--- src/rtl/coin_game_pkg.sv ---
// Shared definitions for the coin game: game state encoding, coin types and
// the default judging row.
package coin_game_pkg;

  typedef enum logic {
    ST_PLAY = 1'b0,
    ST_OVER = 1'b1
  } game_state_t;

  localparam logic COIN_1X1 = 1'b0;
  localparam logic COIN_2X1 = 1'b1;

  localparam int unsigned CATCH_Y_DEFAULT = 15;

  // Base points per lane fit in two bits (1 for 1x1, 2 for 2x1).
  localparam int unsigned BASE_PTS_W = 2;

endpackage

--- src/rtl/lane_judge.sv ---
// Combinational judge for one coin lane: decides hit/miss at the catch row
// and the base points a hit is worth.
module lane_judge
  import coin_game_pkg::*;
#(
  parameter int unsigned X_W     = 3,
  parameter int unsigned Y_W     = 4,
  parameter int unsigned CATCH_Y = CATCH_Y_DEFAULT
) (
  input  logic [X_W-1:0]        player_x,
  input  logic [X_W-1:0]        coin_x,
  input  logic [Y_W-1:0]        coin_y,
  input  logic                  coin_type,
  input  logic                  coin_valid,
  output logic                  hit_c,
  output logic                  miss_c,
  output logic [BASE_PTS_W-1:0] pts_c
);

  logic         judged;
  logic         overlap;
  logic [X_W:0] right_col;

  always_comb begin
    judged    = coin_valid && (coin_y == Y_W'(CATCH_Y));
    // Right half of a 2x1 coin is computed one bit wider so column max does not wrap to 0.
    right_col = {1'b0, coin_x} + (X_W+1)'(1);
    overlap   = (player_x == coin_x) ||
                ((coin_type == COIN_2X1) && ({1'b0, player_x} == right_col));
    hit_c     = judged && overlap;
    miss_c    = judged && !overlap;
    pts_c     = '0;
    if (hit_c) begin
      pts_c = (coin_type == COIN_2X1) ? BASE_PTS_W'(2) : BASE_PTS_W'(1);
    end
  end

endmodule

--- src/rtl/score_engine.sv ---
// Multi-lane score keeper: judges all lanes each tick, accumulates a
// saturating score with a streak multiplier, tracks lives and the high score.
module score_engine
  import coin_game_pkg::*;
#(
  parameter int unsigned N_COINS     = 2,
  parameter int unsigned X_W         = 3,
  parameter int unsigned Y_W         = 4,
  parameter int unsigned CATCH_Y     = CATCH_Y_DEFAULT,
  parameter int unsigned SCORE_W     = 8,
  parameter int unsigned SCORE_MAX   = 99,
  parameter int unsigned LIVES_INIT  = 3,
  parameter int unsigned LIVES_W     = 2,
  parameter int unsigned STREAK_STEP = 4,
  parameter int unsigned MULT_MAX    = 4
) (
  input  logic                   clk,
  input  logic                   reset,
  input  logic                   tick,
  input  logic                   start,
  input  logic [X_W-1:0]         player_x,
  input  logic [N_COINS*X_W-1:0] coin_x,
  input  logic [N_COINS*Y_W-1:0] coin_y,
  input  logic [N_COINS-1:0]     coin_type,
  input  logic [N_COINS-1:0]     coin_valid,
  output logic [N_COINS-1:0]     caught,
  output logic [N_COINS-1:0]     missed,
  output logic [SCORE_W-1:0]     score_out,
  output logic [SCORE_W-1:0]     high_score,
  output logic [2:0]             mult,
  output logic [LIVES_W-1:0]     lives,
  output logic                   game_over
);

  localparam int unsigned STREAK_MAX   = STREAK_STEP * (MULT_MAX - 1);
  localparam int unsigned STREAK_W     = $clog2(STREAK_MAX + 1) + 1;
  localparam int unsigned CNT_W        = $clog2(N_COINS + 1);
  localparam int unsigned STREAK_ACC_W = STREAK_W + CNT_W;
  localparam int unsigned MULT_CALC_W  = STREAK_W + 1;
  localparam int unsigned BASE_SUM_W   = $clog2(2 * N_COINS + 1);
  localparam int unsigned PROD_W       = BASE_SUM_W + 3;
  localparam int unsigned ACC_W        = ((SCORE_W > PROD_W) ? SCORE_W : PROD_W) + 1;
  localparam int unsigned LIFE_CMP_W   = (LIVES_W > CNT_W) ? LIVES_W : CNT_W;

  logic [N_COINS-1:0]    lane_hit;
  logic [N_COINS-1:0]    lane_miss;
  logic [BASE_PTS_W-1:0] lane_pts [N_COINS];

  for (genvar g = 0; g < N_COINS; g++) begin : g_lane
    lane_judge #(
      .X_W     (X_W),
      .Y_W     (Y_W),
      .CATCH_Y (CATCH_Y)
    ) u_judge (
      .player_x   (player_x),
      .coin_x     (coin_x[g*X_W +: X_W]),
      .coin_y     (coin_y[g*Y_W +: Y_W]),
      .coin_type  (coin_type[g]),
      .coin_valid (coin_valid[g]),
      .hit_c      (lane_hit[g]),
      .miss_c     (lane_miss[g]),
      .pts_c      (lane_pts[g])
    );
  end

  game_state_t         state_q, state_d;
  logic [SCORE_W-1:0]  score_q, score_d;
  logic [SCORE_W-1:0]  high_q, high_d;
  logic [STREAK_W-1:0] streak_q, streak_d;
  logic [2:0]          mult_q, mult_d;
  logic [LIVES_W-1:0]  lives_q, lives_d;
  logic                game_over_q, game_over_d;
  logic [N_COINS-1:0]  caught_q, caught_d;
  logic [N_COINS-1:0]  missed_q, missed_d;

  logic [BASE_SUM_W-1:0]   base_sum;
  logic [CNT_W-1:0]        catch_cnt;
  logic [CNT_W-1:0]        miss_cnt;
  logic [PROD_W-1:0]       points;
  logic [ACC_W-1:0]        score_sum;
  logic [SCORE_W-1:0]      score_new;
  logic [SCORE_W-1:0]      high_new;
  logic [STREAK_ACC_W-1:0] streak_sum;
  logic [STREAK_W-1:0]     streak_new;
  logic [MULT_CALC_W-1:0]  mult_calc;
  logic [2:0]              mult_new;
  logic [LIVES_W-1:0]      lives_new;

  // Adder tree over lanes: base points, catch count and miss count.
  always_comb begin
    base_sum  = '0;
    catch_cnt = '0;
    miss_cnt  = '0;
    for (int i = 0; i < int'(N_COINS); i++) begin
      base_sum  = base_sum + BASE_SUM_W'(lane_pts[i]);
      catch_cnt = catch_cnt + CNT_W'(lane_hit[i]);
      miss_cnt  = miss_cnt + CNT_W'(lane_miss[i]);
    end
  end

  // Tick results: points use the multiplier in force before this tick.
  always_comb begin
    points     = PROD_W'(base_sum) * PROD_W'(mult_q);
    score_sum  = ACC_W'(score_q) + ACC_W'(points);
    score_new  = (score_sum > ACC_W'(SCORE_MAX)) ? SCORE_W'(SCORE_MAX) : SCORE_W'(score_sum);
    high_new   = (score_new > high_q) ? score_new : high_q;

    streak_sum = STREAK_ACC_W'(streak_q) + STREAK_ACC_W'(catch_cnt);
    if (miss_cnt != '0) begin
      streak_new = '0;
    end else if (streak_sum > STREAK_ACC_W'(STREAK_MAX)) begin
      streak_new = STREAK_W'(STREAK_MAX);
    end else begin
      streak_new = STREAK_W'(streak_sum);
    end

    mult_calc = MULT_CALC_W'(streak_new / STREAK_W'(STREAK_STEP)) + MULT_CALC_W'(1);
    mult_new  = (mult_calc > MULT_CALC_W'(MULT_MAX)) ? 3'(MULT_MAX) : 3'(mult_calc);

    if (LIFE_CMP_W'(miss_cnt) >= LIFE_CMP_W'(lives_q)) begin
      lives_new = '0;
    end else begin
      lives_new = lives_q - LIVES_W'(miss_cnt);
    end
  end

  // Game FSM and counter updates.
  always_comb begin
    state_d     = state_q;
    score_d     = score_q;
    high_d      = high_q;
    streak_d    = streak_q;
    mult_d      = mult_q;
    lives_d     = lives_q;
    game_over_d = game_over_q;
    caught_d    = '0;
    missed_d    = '0;
    unique case (state_q)
      ST_OVER: begin
        if (start) begin
          state_d     = ST_PLAY;
          score_d     = '0;
          streak_d    = '0;
          mult_d      = 3'd1;
          lives_d     = LIVES_W'(LIVES_INIT);
          game_over_d = 1'b0;
        end
      end
      ST_PLAY: begin
        if (tick) begin
          caught_d = lane_hit;
          missed_d = lane_miss;
          score_d  = score_new;
          high_d   = high_new;
          streak_d = streak_new;
          mult_d   = mult_new;
          lives_d  = lives_new;
          if (lives_new == '0) begin
            state_d     = ST_OVER;
            game_over_d = 1'b1;
          end
        end
      end
      default: begin
        state_d     = ST_OVER;
        game_over_d = 1'b1;
      end
    endcase
  end

  always_ff @(posedge clk) begin
    if (reset) begin
      state_q     <= ST_OVER;
      score_q     <= '0;
      high_q      <= '0;
      streak_q    <= '0;
      mult_q      <= 3'd1;
      lives_q     <= '0;
      game_over_q <= 1'b1;
      caught_q    <= '0;
      missed_q    <= '0;
    end else begin
      state_q     <= state_d;
      score_q     <= score_d;
      high_q      <= high_d;
      streak_q    <= streak_d;
      mult_q      <= mult_d;
      lives_q     <= lives_d;
      game_over_q <= game_over_d;
      caught_q    <= caught_d;
      missed_q    <= missed_d;
    end
  end

  assign caught     = caught_q;
  assign missed     = missed_q;
  assign score_out  = score_q;
  assign high_score = high_q;
  assign mult       = mult_q;
  assign lives      = lives_q;
  assign game_over  = game_over_q;

endmodule

--- config.mk ---
export PLATFORM = sky130hd
export DESIGN_NAME = score_engine
export DESIGN_NICKNAME = d
export VERILOG_FILES = /design/src/rtl/coin_game_pkg.sv /design/src/rtl/lane_judge.sv /design/src/rtl/score_engine.sv
export SDC_FILE = /design/constraint.sdc
export NUM_CORES = 1
export LEC_CHECK = 0
export ABC_AREA = 1
export ABC_CLOCK_PERIOD_IN_PS = 9400
export CORE_AREA = 3 3 80 90
export DETAILED_ROUTE_END_ITERATION = 10
export DIE_AREA = 0 0 83 93
export MAX_ROUTING_LAYER = met4
export SYNTH_ARGS = -nofsm -noshare
export SYNTH_HDL_FRONTEND = slang
export SYNTH_SLANG_ARGS = --single-unit
--- constraint.sdc ---
create_clock -name clk -period 9.4 [get_ports clk]
set_input_delay 1.41 -clock clk [delete_from_list [all_inputs] [get_ports clk]]
set_output_delay 1.41 -clock clk [all_outputs]
set_load 0.01 [all_outputs]
# Word-level counts from Yosys, hierarchy flattened

Index checks and enable logic that the tools add are counted.

Register bits after elaboration: 32
Bits in latches: 0
Bits in writable memories: 0
Memory bits (read-only): 0
Input port bits: 25
Output and inout port bits: 26
Word-level logic and storage cells: 82
Memories kept: 0

Add/subtract/negate cells: 9
Multipliers: 1
Div/mod/pow operators: 0
$lt $le $gt $ge: 5
Equal/unequal tests: 9
Shift-type cells: 0
Multiplexer cells: 29
Bitwise logic cells: 2
Reduce and logical (&&, ||, !) cells: 18

Operators by type and width:

| kind                                                           | number |
|---|---|
| 2-to-1 mux 8 bit                                               | 3 |
| 2-to-1 mux 5 bit                                               | 4 |
| case mux 8 bit (2 select lines)                                | 1 |
| 2-to-1 mux 2 bit                                               | 7 |
| adder 3 x 1 -> 4 bit (second input constant)                   | 3 |
| case mux 5 bit (2 select lines)                                | 1 |
| adder 8 x 6 -> 9 bit                                           | 1 |
| greater-than comparator 9 x 7 -> 1 bit (second input constant) | 1 |
| 2-to-1 mux 3 bit                                               | 3 |
| == test 3 x 4 -> 1 bit                                         | 2 |
| == test 4 bit (second input constant)                          | 2 |
| greater-than comparator 8 bit                                  | 1 |
| logical AND 1 bit                                              | 8 |
| adder 5 x 2 -> 6 bit                                           | 1 |
| == test 3 bit                                                  | 2 |
| greater-than comparator 6 x 4 -> 1 bit (second input constant) | 1 |
| multiplier 3 x 3 -> 6 bit                                      | 1 |
| 2-to-1 mux 1 bit                                               | 6 |
| != test 2 bit (second input constant)                          | 3 |
| case mux 3 bit (2 select lines)                                | 1 |
| AND reduction 3 bit                                            | 2 |
| adder 1 x 1 -> 2 bit                                           | 2 |
| greater-than comparator 4 x 3 -> 1 bit (second input constant) | 1 |
| case mux 1 bit (2 select lines)                                | 2 |
| other kinds (11)                                               | 14 |

# Logic depth before layout (Yosys ltp)

Depth after elaboration: 15
Depth in mapped cells: 38
Gate-level depth less buffers: 37

# Hierarchy

From an unflattened synthesis, not the netlist that was laid out.

Cells, all modules: 379
Area total of the unflattened synthesis: 2,625.0 um^2

By module, submodules not included:

| module       | times used | cells an instance | area an instance (um^2) | seq. area each (um^2) |
|---|---|---|---|---|
| score_engine | 1          | 307               | 2,292.2                 | 640.6 |
| lane_judge   | 2          | 36                | 166.4                   | 0.0 |

# Worst setup path after synthesis

No wires, ideal clock.

Path kind: input to register
From: in coin_x[0]
To: reg high_q[2], in the netlist high_score[2]
Setup time: 0.115 ns
Data arrival time: 6.577 ns
Required time: 9.285 ns
Slack: 2.708 ns
Stages: 30
Path buffers: 1
Cell sequence: ha_1 -> xnor2_1 -> nand4_1 -> nand2_1 -> nand2_1 -> nor2_1 -> ha_1 -> inv_1 -> fa_1 -> or2_2 -> fa_1 -> fa_1 -> fa_1 -> inv_1 -> nor2_1 -> nand3_1 -> nand2_2 -> nor2_2 -> nor2_4 -> inv_1 -> nor2_1 -> inv_1 -> ha_1 -> a21oi_1 -> nor2_1 -> a211oi_1 -> nand2_4 -> buf_12 -> a21oi_1 -> nor2_1

Longest elaborated chain between the ends: 13
Elaborated cells between the ends (all ways): 14
Those cells by class: 3 x add/sub; 1 x mul; 2 x order compare; 2 x eq/ne; 2 x mux; 4 x reduce/logical

Ends and longest elaborated chain:

| what                                   | RTL line            | RTL |
|---|---|---|
| start, declared                        | score_engine.sv:22  | `input logic [N_COINS*X_W-1:0] coin_x,` |
| adder 3 x 1 -> 4 bit                   | lane_judge.sv:27    | `right_col = {1'b0, coin_x} + (X_W+1)'(1);` |
| == test 3 x 4 -> 1 bit                 | lane_judge.sv:29    | `((coin_type == COIN_2X1) && ({1'b0, player_x} == right_col));` |
| logical AND 1 bit                      | lane_judge.sv:29    |  |
| logical OR 1 bit *                     | lane_judge.sv:28    | `overlap = (player_x == coin_x) \|\|` |
| logical AND 1 bit *                    | lane_judge.sv:30    | `hit_c = judged && overlap;` |
| 2-to-1 mux 2 bit *                     | lane_judge.sv:33    | `if (hit_c) begin` |
| adder 2 x 2 -> 3 bit *                 | score_engine.sv:95  | `base_sum = base_sum + BASE_SUM_W'(lane_pts[i]);` |
| multiplier 3 x 3 -> 6 bit *            | score_engine.sv:103 | `points = PROD_W'(base_sum) * PROD_W'(mult_q);` |
| adder 8 x 6 -> 9 bit *                 | score_engine.sv:104 | `score_sum = ACC_W'(score_q) + ACC_W'(points);` |
| greater-than comparator 9 x 7 -> 1 bit | score_engine.sv:105 | `score_new = (score_sum > ACC_W'(SCORE_MAX)) ? SCORE_W'(SCORE_MAX) : SCORE_W'(score_sum);` |
| 2-to-1 mux 8 bit *                     | score_engine.sv:105 |  |
| via score_new[5]                       | score_engine.sv:81  | `logic [SCORE_W-1:0] score_new;` |
| greater-than comparator 8 bit *        | score_engine.sv:106 | `high_new = (score_new > high_q) ? score_new : high_q;` |
| AND reduction 3 bit (no source line) * | --                  |  |
| end signal, assigned                   | score_engine.sv:185 | `high_q <= high_d;` |
| end, declared                          | score_engine.sv:68  | `logic [SCORE_W-1:0] high_q, high_d;` |

Mark *: on every way through the listed nets, which the timed path passes. The rest lies on a longest branch.
A chain may end at the register's enable or synchronous reset.

# Final worst setup path

From: in coin_x[0]
To: reg high_q[6], in the netlist high_score[6]

The elaborated chain is that of the path after synthesis.

==> results by group <==
Logic synthesis
  • Top-count cell post-synth: inv_1
  • Synthesized area: 2530 µm²
  • Top flip-flop cell by instance count after synthesis: dfxtp_1
  • Cell taking the most area after synthesis: dfxtp_1
  • Number of instances in the synthesized netlist: roughly 350
  • Synth area leaders: dfxtp_1 (25%), ha_1 (13%), inv_1 (11%)
  • Average size of a mapped cell: 7.22 µm²
  • Yosys Warn Count: 0
  • Number of unique standard cell types used by synthesis: 36
  • Area share of the largest cell type after synthesis: 0.253
  • Flops & latches, synth: 32
  • Post-synth EDFFs: 0
  • Most used standard cells in the synthesized netlist: inv_1 (72), nand2_1 (64), nor2_1 (33)
  • Seq/Total Area, Yosys: 0.253
  • Fraction of registers with async set/reset: 0
  • Post-synth net total: 410

Floorplanning
  • Die ar.: 7720 µm²
  • Effective utilization at floorplan: 0.394
  • Number of placed I/O pins: 51
  • Die height: ~93 µm
  • Die width: 83 µm
  • Number of rows in the core area: 31
  • Area of the core: 6440 µm²

Global routing
  • Pin count of the biggest net entering global routing: 19
  • Global-route wire length before repair: 9970 µm
  • Number of antenna violations at the first check in global routing: 0
  • Remaining global-route overflow: 0
  • Tot GR Track Use: 0.160
  • Number of global-route vias before repair: 2299

Detailed routing
  • Total number of vias: ~2300
  • Routed length per instance: 11.6 µm
  • Drt pass-1 iters: 4
  • DRC violations left: 0
  • DRT antenna net count: 0
  • Via-to-Cell Ratio: 4.67
  • Overall routed net length: 5620 µm
  • Number of DRC markers after the initial detailed-route iteration: 61

Power
  • Total power: 0.321 mW
  • Part of the power in the clock network: 0.362
  • Internal Power: 0.229 mW
  • Register share of total power: 0.446
  • Psw: ~0.092 mW
  • Reported leakage power: 1.53 nW
  • Logic pwr share: 0.192
  • Worst IR drop on VDD: a little over 0.04 mV
  • Fraction of power spent switching nets: 0.286
  • Pwr/cell area: 101 nW/µm²

Worst setup path
  • Kind of cell adding the most delay to the critical path: adder cells
  • Worst-case reg-to-reg path depth: 21
  • Buffers plus inverters on the worst setup path: 5
  • Kind of launch point of the worst setup path: input port
  • Crit path arrival time: 7420 ps
  • Worst Path Class, Setup: input port to flip-flop
  • Slowest CP cell: fa_1
  • Crit-path max cell delay: between 500 and 600 ps
  • Highest net fanout along the worst path: 15
  • Required time reported for the critical path endpoint: 9590 ps
  • Type of element capturing the critical path: flip-flop
  • Number of cells on the critical path: 30

Timing
  • Final setup violating endpoints: 0
  • Minimum clock period: 7220 ps
  • Least-Margin Pin Slew: 603 ps
  • Slew headroom: 0.596
  • Max Fclk: 138 MHz
  • Ratio of final minimum period to clock period: 0.768
  • Largest clock skew in the final design: between 9 and 10 ps
  • Final Hold Slack: roughly 460 ps
  • Fin. max-slew vios: 0
  • Final hold violation count: 0
  • Unrepaired setup endpoints after global routing: false
  • Setup TNS: 0 ps

Clock tree
  • Count of clock tree sinks: 32
  • TritonCTS buffer count: 5
  • Number of buffers inserted by post-CTS setup repair: 0
  • Clock tree buffer depth: 2
  • Clock transition at the registers of the reported paths: 80 ps
  • CTS tree: built
  • Worst-Skew Late Latency: 290 ps
  • Clock H-tree levels: 2
  • Post-CTS Resized: 0
  • Cts-stage hold buffer count: 0
  • Root buffer cell: clkbuf_8

Flow run
  • Count of max-cap constraint violations: 0

Finish
  • Antenna diode count: 0
  • Area Overhead vs Synth: 25.5%
  • Proportion of layout cells with a drive suffix above 1: 0.0891
  • Filler instances: 687
  • Nets@finish: 462

Placement
  • Input/output buffers: 50
  • RePlAce Congestion: 0.833
  • Sum of net half-perimeters after detailed placement: 4520 µm

Min path
  • Worst min-delay path category: flip-flop to flip-flop
  • Hold Crit Depth: 2

Run status
  • Result of the run: finished clean
area by class of cell:
type	instances	area [µm²]	area share
clock inverter	1	7.51	0.00236
multi-input combinational	238	1560	0.490
sequential	32	641	0.201
timing repair buffer	50	500	0.157
tap	82	103	0.0323
clock buffer	7	86.3	0.0271
inverter	76	285	0.0897
layer usage:
| layer | track usage | wire length (µm) | vias to the layer above |
|---|---|---|---|
| met1 | 0.178 | 2540 | 1015 |
| met2 | 0.293 | 2820 | 40 |
| met4 | 0.0490 | 92 | 0 |
| li1 | - | - | 1209 |
| met3 | 0.0247 | 160 | 6 |
| met5 | - | 0 | - |
registers in the layout (all words and copies together) (netlist names):
register,cells
streak_q,5
mult,3
state_q,1
missed,2
high_score,8
caught,2
game_over,1
score_out,8
lives,2
cell families (layout without fill, tap and decap cells):
kind of cell | count (synthesis) | after routing | share of synthesized area
AND/OR/NAND/NOR | 154 | 154 | 0.286
buffers and inverters | 81 | 134 | 0.132
AO/OA/AOI/OAI | 37 | 37 | 0.0938
adder cells (fa/ha/maj) | 34 | 34 | 0.192
flip-flops | 32 | 32 | 0.253
XOR/XNOR | 12 | 12 | 0.0415
other | 1 | 1 | 0.00148
power by group through the flow:
stage	registers, mW	clock network [mW]	logic [mW]
floorplan	0.147	0	0.0388
global placement	0.146	0	0.0611
detailed placement	0.146	0	0.0621
CTS	0.143	0.120	0.0624
global route	0.144	0.126	0.0692
finish	0.143	0.116	0.0616
final timing paths:
kind                                start             to  slack [ps]
worst max-delay path            coin_x[0]  high_score[6]        2180
worst min-delay path            game_over      game_over         460
worst max register to register    mult[1]  high_score[6]        4880
worst min register to register  game_over      game_over         460
stage by stage:
| stage | cells | utilization | area, µm² | setup slack (ps) |
|---|---|---|---|---|
| 2_1_floorplan | 351 | - | 2530 | 2710 |
| 4_1_cts | 486 | 0.494 | 3180 | 2150 |
| 3_3_place_gp | 478 | 0.479 | 3090 | 1980 |
| 5_1_grt | 486 | 0.494 | 3180 | 1640 |
| 6_report | 486 | 0.494 | 3180 | 2180 |
| 3_5_place_dp | 478 | 0.479 | 3090 | 1840 |
tightest hold or removal path, delay by kind of cell, from the launching register on:
family,cells,cell delay (ps)
flops,1,310
simple gates,2,110
layout by cell type (no fill, tap or decap), types with 3 or more instances in the layout:
master	count
inv_1	72
nand2_1	64
clkdlybuf4s50_1	50
nor2_1	33
dfxtp_1	32
nand3_1	28
ha_1	26
o21ai_0	12
xnor2_1	9
fa_1	8
a21oi_2	7
nand2_2	7
o22ai_1	6
clkbuf_8	6
nand4_1	5
nor2_2	4
and3_1	4
a21oi_1	4
inv_2	3
xor2_1	3
Note: power is estimated with default switching activity, not from simulation.
